$ cat src/rtl/security_pkg.sv
// Shared types and constants for the secured transform datapath.
package security_pkg;

  typedef enum logic [2:0] {
    ST_IDLE,
    ST_STG1,
    ST_STG2,
    ST_RESP,
    ST_LOCK
  } sec_state_e;

  localparam logic [15:0] SEC_KEY_DEFAULT     = 16'h0032;
  localparam int          ADDR_THRESH_DEFAULT = 128;

  localparam logic SRC_WR = 1'b0;
  localparam logic SRC_RD = 1'b1;

endpackage

$ cat src/rtl/security_xform_pipe.sv
// Two-stage scramble arithmetic. stg_en is held for both transform cycles, so
// r_p2 is valid after the second enabled edge; all math wraps modulo 2^DATA_W.
module security_xform_pipe
  import security_pkg::*;
#(
  parameter int DATA_W = 32
) (
  input  logic              clk,
  input  logic              stg_en,
  input  logic              src_sel,
  input  logic [DATA_W-1:0] d_p0,
  output logic [DATA_W-1:0] r_p2
);

  localparam logic [DATA_W-1:0] C3 = DATA_W'(3);
  localparam logic [DATA_W-1:0] C9 = DATA_W'(9);

  logic [DATA_W-1:0] a_p1;
  logic [DATA_W-1:0] sq_p1;

  assign sq_p1 = a_p1 * a_p1;

  // p0 -> p1 -> p2
  always_ff @(posedge clk) begin
    if (stg_en) begin
      if (src_sel == SRC_RD) begin
        a_p1 <= (d_p0 / C3) - C9;
        r_p2 <= ~(sq_p1 + C3);
      end else begin
        a_p1 <= d_p0 - C3;
        r_p2 <= (sq_p1 + C9) * C3;
      end
    end
  end

endmodule

$ cat src/rtl/security_access_ctrl.sv
// Key-checked, arbitrated access sequencer with fixed 3-cycle latency and lockout.
// Optional audit counter on deny_count is built when SEC_AUDIT_EN is defined.
module security_access_ctrl
  import security_pkg::*;
#(
  parameter int          DATA_W      = 32,
  parameter logic [15:0] KEY         = SEC_KEY_DEFAULT,
  parameter int          ADDR_THRESH = ADDR_THRESH_DEFAULT,
  parameter int          FAIL_MAX    = 3,
  parameter int          LOCK_CYCLES = 16
) (
  input  logic              clk,
  input  logic              rst,
  input  logic              wr_valid,
  output logic              wr_ready,
  input  logic [DATA_W-1:0] wr_data,
  input  logic [9:0]        wr_addr,
  input  logic [15:0]       wr_key,
  input  logic              rd_valid,
  output logic              rd_ready,
  input  logic [DATA_W-1:0] rd_data,
  input  logic [9:0]        rd_addr,
  input  logic [15:0]       rd_key,
  output logic              out_valid,
  input  logic              out_ready,
  output logic [DATA_W-1:0] out_data,
  output logic              out_src,
  output logic              out_err,
  output logic              locked,
  output logic [15:0]       deny_count
);

  function automatic logic [15:0] sat_inc(input logic [15:0] v);
    return (v == 16'hFFFF) ? v : v + 16'd1;
  endfunction

  sec_state_e        state, state_nxt;
  logic              last_grant;
  logic [15:0]       fail_cnt, fail_nxt, lock_cnt;
  logic              accept, resp_hs, grant_rd, lock_done;

  logic [DATA_W-1:0] d_p0, r_p2;
  logic [9:0]        addr_p0;
  logic              src_p0, key_ok_p0;

  assign accept    = (wr_valid && wr_ready) || (rd_valid && rd_ready);
  assign resp_hs   = (state == ST_RESP) && out_ready;
  assign grant_rd  = rd_valid && (!wr_valid || (last_grant == SRC_WR));
  assign lock_done = (lock_cnt == 16'(LOCK_CYCLES - 1));
  assign fail_nxt  = key_ok_p0 ? 16'd0 : sat_inc(fail_cnt);

  always_ff @(posedge clk) begin
    if (rst) state <= ST_IDLE;
    else     state <= state_nxt;
  end

  always_comb begin
    state_nxt = state;
    wr_ready  = 1'b0;
    rd_ready  = 1'b0;
    out_valid = 1'b0;
    out_data  = '0;
    out_src   = 1'b0;
    out_err   = 1'b0;
    locked    = 1'b0;
    case (state)
      ST_IDLE: begin
        if (wr_valid || rd_valid) begin
          rd_ready  = grant_rd;
          wr_ready  = !grant_rd;
          state_nxt = ST_STG1;
        end
      end
      ST_STG1: state_nxt = ST_STG2;
      ST_STG2: state_nxt = ST_RESP;
      ST_RESP: begin
        out_valid = 1'b1;
        out_src   = src_p0;
        out_err   = !key_ok_p0;
        // Passthrough and deny take the same path length as the transform.
        if (!key_ok_p0)                         out_data = '0;
        else if (addr_p0 > 10'(ADDR_THRESH))    out_data = r_p2;
        else                                    out_data = d_p0;
        if (out_ready)
          state_nxt = (fail_nxt >= 16'(FAIL_MAX)) ? ST_LOCK : ST_IDLE;
      end
      ST_LOCK: begin
        locked = 1'b1;
        if (lock_done) state_nxt = ST_IDLE;
      end
      default: state_nxt = ST_IDLE;
    endcase
  end

  always_ff @(posedge clk) begin
    if (rst) begin
      last_grant <= SRC_RD;
      fail_cnt   <= '0;
      lock_cnt   <= '0;
    end else begin
      if (accept) last_grant <= rd_ready;
      if (resp_hs) fail_cnt <= fail_nxt;
      if (state == ST_LOCK) begin
        if (lock_done) begin
          lock_cnt <= '0;
          fail_cnt <= '0;
        end else begin
          lock_cnt <= lock_cnt + 16'd1;
        end
      end
    end
  end

  // request capture -> p0
  always_ff @(posedge clk) begin
    if (accept) begin
      d_p0      <= rd_ready ? rd_data : wr_data;
      addr_p0   <= rd_ready ? rd_addr : wr_addr;
      src_p0    <= rd_ready ? SRC_RD : SRC_WR;
      key_ok_p0 <= rd_ready ? (rd_key == KEY) : (wr_key == KEY);
    end
  end

  security_xform_pipe #(.DATA_W(DATA_W)) u_pipe (
    .clk     (clk),
    .stg_en  ((state == ST_STG1) || (state == ST_STG2)),
    .src_sel (src_p0),
    .d_p0    (d_p0),
    .r_p2    (r_p2)
  );

`ifdef SEC_AUDIT_EN
  always_ff @(posedge clk) begin
    if (rst)                       deny_count <= '0;
    else if (resp_hs && !key_ok_p0) deny_count <= sat_inc(deny_count);
  end
`else
  assign deny_count = '0;
`endif

endmodule

$ cat config.mk
export PLATFORM = sky130hd
export DESIGN_NAME = security_access_ctrl
export DESIGN_NICKNAME = d
export VERILOG_FILES = /design/src/rtl/security_pkg.sv /design/src/rtl/security_xform_pipe.sv /design/src/rtl/security_access_ctrl.sv
export SDC_FILE = /design/constraint.sdc
export NUM_CORES = 2
export LEC_CHECK = 0
export BUFFER_PORTS_ARGS = -buffer_cell sky130_fd_sc_hd__buf_2
export CAP_MARGIN = 30
export CORE_MARGIN = 2
export CORE_UTILIZATION = 37
export CTS_CLUSTER_DIAMETER = 60
export CTS_CLUSTER_SIZE = 28
export DETAILED_ROUTE_END_ITERATION = 7
export PLACE_DENSITY = 0.67
export SLEW_MARGIN = 20
export SYNTH_ARGS = -nofsm -noshare
export SYNTH_HDL_FRONTEND = slang
export SYNTH_HIERARCHICAL = 1
export SYNTH_SLANG_ARGS = --single-unit
$ cat constraint.sdc
create_clock -name clk -period 9.7 [get_ports clk]
set_clock_uncertainty 0.05 [all_clocks]
set_input_delay 0.97 -clock clk [delete_from_list [all_inputs] [get_ports clk]]
set_output_delay 0.97 -clock clk [all_outputs]
set_load 0.05 [all_outputs]
# Word level (Yosys, flattened, before mapping)
# Index checks and enable logic that the tools add are counted.
# word_totals
in_bits	121
word_cells	75
reg_bits	144
output_inout_bits	54
# op_classes
n_eq_ne	11
multipliers	2
addsub	6
reduce_logical	13
mux	28
div_mod_pow	1
n_bitwise	2
order_cmp	2
# op_table
cell	count
$mux 32	6
$mux 16	6
$add 16x1->16 const B	2
$add 32x2->32 const B	1
$add 32x4->32 const B	1
$div 32x2->32 const B	1
$eq 16x6->1 const B	2
$mul 32x2->32 const B	1
$mul 32x32->32	1
$not 32->32	1
$sub 32x2->32 const B	1
$sub 32x4->32 const B	1
$eq 16x16->1 const B	1
$eq 16x4->1 const B	1
$ge 16x2->1 const B	1
$pmux 3 s5	1
$mux 3	4
$gt 10x8->1 const B	1
$mux 1	10
$mux 10	1
$eq 3x2->1 const B	2
$ne 2x2->1 const B	3
$logic_and 1x1->1	4
$logic_or 1x1->1	4
other kinds (6)	8

# Logic depth before layout (Yosys ltp)
# depth
depth_word	8
mapped_depth	45
ltp_nobuf	43

# Modules after synthesis
# Netlist, hierarchy kept.
# modules_own_cells
mod	n_inst	seq_area_each_um2	area_per_inst_um2	cells_each
security_xform_pipe	1	1891.8	22145.0	2637
security_access_ctrl	1	2042.0	4678.2	471

# Worst setup path after synthesis
# OpenSTA, ideal clock, no wires.
# synth_timing
kind	reg-to-reg
start	register u_pipe.a_p1[2]
end	register u_pipe.r_p2[31], data pin
setup_ns	0.258
slack_ns	0.164
required_ns	9.392
path_stages_with_launch	41
n_path_buf	1
arrival_ns	9.229
synth_period_minus_slack_ns	9.536
path_cell_list	edfxtp_1 > clkbuf_1 > and2_1 > fa_1 > fa_1 > fa_1 > fa_1 > ha_1 > ha_1 > inv_1 > fa_1 > fa_1 > inv_1 > ha_1 > a21boi_0 > o21ai_0 > a21boi_0 > o21ai_0 > [... 5 more ...] > o21ai_0 > a21boi_0 > o21ai_0 > a21o_1 > nand3b_1 > xor2_1 > nand2_1 > nor2_1 > xor2_1 > ha_1 > or2_2 > a21oi_1 > a31o_2 > o21a_1 > o21ai_0 > or4_1 > nand2_1 > xnor2_1
# synth_between
elab_chain_cells	4
elab_cells_between_ends	6
cone_classes	2 x add/sub; 2 x mul; 1 x mux; 1 x bitwise
# synth_lines
item	line_no	source
start, declared	security_xform_pipe.sv:18	logic [DATA_W-1:0] a_p1;
start signal, assigned	security_xform_pipe.sv:27	a_p1 <= (d_p0 / C3) - C9;
start signal, assigned	security_xform_pipe.sv:30	a_p1 <= d_p0 - C3;
$mul 32x32->32 (*)	security_xform_pipe.sv:21	assign sq_p1 = a_p1 * a_p1;
$add 32x4->32 or $add 32x2->32 (tied branches)	security_xform_pipe.sv:31, security_xform_pipe.sv:28	
$mul 32x2->32 or $not 32->32 (tied branches)	security_xform_pipe.sv:31, security_xform_pipe.sv:28	
$mux 32 (*)	security_xform_pipe.sv:26	if (src_sel == SRC_RD) begin
end signal, assigned	security_xform_pipe.sv:28	r_p2 <= ~(sq_p1 + C3);
end signal, assigned	security_xform_pipe.sv:31	r_p2 <= (sq_p1 + C9) * C3;
end, declared	security_xform_pipe.sv:12	output logic [DATA_W-1:0] r_p2
# Mark *: on every way between the ends. The rest lies on a longest branch, timed or not.
# A chain may end at the register's enable or synchronous reset.

# Worst setup path after layout
# layout_timing
start	register d_p0[27]
end	register u_pipe.a_p1[16], data pin
# layout_between
elab_chain_cells	3
# layout_lines
item	line_no	source
start, declared	security_access_ctrl.sv:42	logic [DATA_W-1:0] d_p0, r_p2;
start signal, assigned	security_access_ctrl.sv:117	d_p0 <= rd_ready ? rd_data : wr_data;
$div 32x2->32	security_xform_pipe.sv:27	
$sub 32x4->32	security_xform_pipe.sv:27	
$mux 32	security_xform_pipe.sv:26	
# No other way between the ends.

==> flow_metrics.py <==
metrics = {
    "status": {
        "status": "complete, no violations",
    },
    "clocking": {
        "cts_tree": "done",
        "cts.clk_slew.worst_paths_ps": 70,
        "cts_hold_buf": 0,
        "cts_num_sinks": 143,
        "clock_path_buffers": 2,
        "clockRootBuffer": "clkbuf_16",
        "clk_latency_ps": 460,
        "cts_buffers": 17,
        "ctsHtreeMaxLevel": 4,
    },
    "sta": {
        "hold_violations": 0,
        "setup_viol": 0,
        "slew_headroom": 0.365,
        "worstMarginPinSlew_ps": 952,
        "fmaxAchievable_ghz": 0.106,
        "finalCritPeriodShare": 0.974,
        "maxSlewViolCount": 0,
        "finalCriticalPeriod_ps": 9440,
    },
    "synthesis": {
        "synth_cells": 3108,
        "synth.distinct_cells": 115,
        "synth_edf_count": 107,
        "yosysTopAreaCell": "fa_1",
        "yosysSeqAreaShare": 0.147,
        "synth-main-ff-cell": "edfxtp_1",
        "synth_area_leaders": "fa_1 27%, edfxtp_1 12%, ha_1 7.6%",
        "netlist_top_cells_count": "490 x inv_1, 367 x fa_1, 322 x nand2_1",
        "synth_area_per_cell_um2": 8.63,
        "async_reset_ff_frac": 0,
        "netlist_area_um2": 26800,
        "post-synth-top-count-cell": "inv_1",
        "synth_top_area_frac": 0.274,
        "ys_seq_elements": 143,
        "yosysWarnings": 6,
    },
    "layout": {
        "area_growth_syn_to_layout_pct": 14.2,
        "final_cells": 4275,
        "diodes": 0,
        "layout-drive-gt1-share": 0.173,
        "fillCellCount": 7042,
        "nNetsFinal": 3964,
        "final_util": 0.428,
    },
    "setup_path": {
        "crit_slowest_cell": "a2111oi_0",
        "worstPathArrival_ps": 9610,
        "rrSetupSlack_ps": 260,
        "cp-end-kind": "register",
        "required_ps": 9860,
        "max_stage_delay_ps": 600,
        "cp-start-kind": "register",
        "critical_path_class": "reg2reg",
        "critical_path_peak_fanout": 13,
        "cpMostUsedCell": "buf_4",
    },
    "hold_path": {
        "hold_path_class": "reg2reg",
    },
    "placement": {
        "dp_cells": 4206,
        "place_hpwl_um": 54900,
        "portBuffers": 158,
        "gp_congestion": 0.887,
    },
    "global_routing": {
        "grt_pass1_wl_um": 113000,
        "grt_overflow": 0,
        "track_usage": 0.186,
        "grt_max_degree": 65,
        "antenna_found_initial": 0,
        "grt_pass1_vias": 21700,
    },
    "floorplanning": {
        "start_util": 0.375,
        "ios": 175,
        "core_um2": 71600,
        "die_area_um2": 74700,
        "die-height_um": 273,
        "rows": 98,
        "die_w_um": 273,
    },
    "routing": {
        "first_pass_iters": 6,
        "routed-via-count": 22200,
        "postRouteAntennaNets": 0,
        "drc": 0,
        "wl_per_cell_um": 16.3,
        "viasPerCell": 5.20,
        "totalWireLength_um": 69800,
        "drt-initial-drc-count": 1511,
    },
    "flow_run": {
        "max_cap_viol_count": 0,
    },
}
## kinds of logic (layout without fill, tap and decap cells)
| family | Yosys count | after routing | share of synthesized area |
|---|---|---|---|
| AND/OR/NAND/NOR | 990 | 990 | 0.179 |
| XOR/XNOR | 157 | 157 | 0.0513 |
| other | 1 | 16 | 0.000140 |
| flip-flops | 143 | 143 | 0.147 |
| AO/OA/AOI/OAI | 518 | 518 | 0.133 |
| buffers and inverters | 670 | 872 | 0.100 |
| multiplexers | 96 | 96 | 0.0382 |
| adder cells (fa/ha/maj) | 533 | 533 | 0.351 |
## cells in the final DEF, fill, tap and decap left out, drive strengths merged, types with 25 or more instances in the layout
cell / instances
nand4: 29
nand3: 60
xor2: 54
buf: 344
or3: 25
fa: 367
mux2: 51
and2: 120
nand2: 325
o21ai: 119
xnor2: 103
a21oi: 120
o31ai: 26
a21boi: 29
nor3: 51
mux2i: 45
inv: 499
edfxtp: 107
ha: 164
nor2: 253
dfxtp: 36
## layer usage
metal,wire [um],track usage,vias up,share of wire
met5,0,0,-,0
met4,762,0.0318,0,0.011
met3,3290,0.0195,58,0.047
met2,33800,0.311,587,0.48
met1,31900,0.264,11000,0.46
li1,-,-,10600,-
## area by class of cell
class / count / area (um^2) / share of cell area
multi-input combinational: 2310 / 20700 / 0.676
inverter: 494 / 1850 / 0.0605
tap: 950 / 1190 / 0.0388
clock inverter: 12 / 125 / 0.00408
timing repair buffer: 346 / 2330 / 0.0759
clock buffer: 20 / 500 / 0.0163
sequential: 143 / 3930 / 0.128
## metrics by stage
| stage | hold slack [ps] | setup slack [ps] | TNS, ps | instance area, um^2 |
|---|---|---|---|---|
| floorplan | 393 | 164 | 0 | 26900 |
| global placement | 413 | -245 | -719 | 29200 |
| detailed placement | 416 | -255 | -858 | 29200 |
| CTS | 427 | 6.17 | 0 | 29900 |
| global route | 465 | -125 | -210 | 30600 |
| finish | 424 | 257 | 0 | 30600 |
## flip-flops by register name, summed over array words and instances (netlist names)
register and flops:
d_p0 32, key_ok_p0 1, lock_cnt 16, u_pipe/r_p2 32
last_grant 1, fail_cnt 16, addr_p0 10, u_pipe/a_p1 31
src_p0 1, state 3
## worst paths after layout
kind | cells past startpoint | endpoint | start
max | 37 | u_pipe/a_p1[16] | d_p0[27]
min | 2 | lock_cnt[1] | lock_cnt[1]
max reg2reg | 37 | u_pipe/a_p1[16] | d_p0[27]
min reg2reg | 2 | lock_cnt[1] | lock_cnt[1]
## critical path: cells and delay by family, from the launching register on
family | cells | cell delay, ps
AND/OR/NAND/NOR | 10 | 2250
buffers and inverters | 8 | 1390
flip-flops | 1 | 470
multiplexers | 1 | 370
adder cells (fa/ha/maj) | 1 | 210
AO/OA/AOI/OAI | 17 | 4430
## timing repair
item,4_1_cts,5_1_grt
resized for setup,18,140
pin swaps,4,65
buffers inserted,3,32
hold endpoints to repair,0,0
setup endpoints to repair,10,22
cloned,0,2
Power is left out: the tool's default activity adds up to more than one toggle a clock period on the data nets, which glitch-free logic cannot reach.
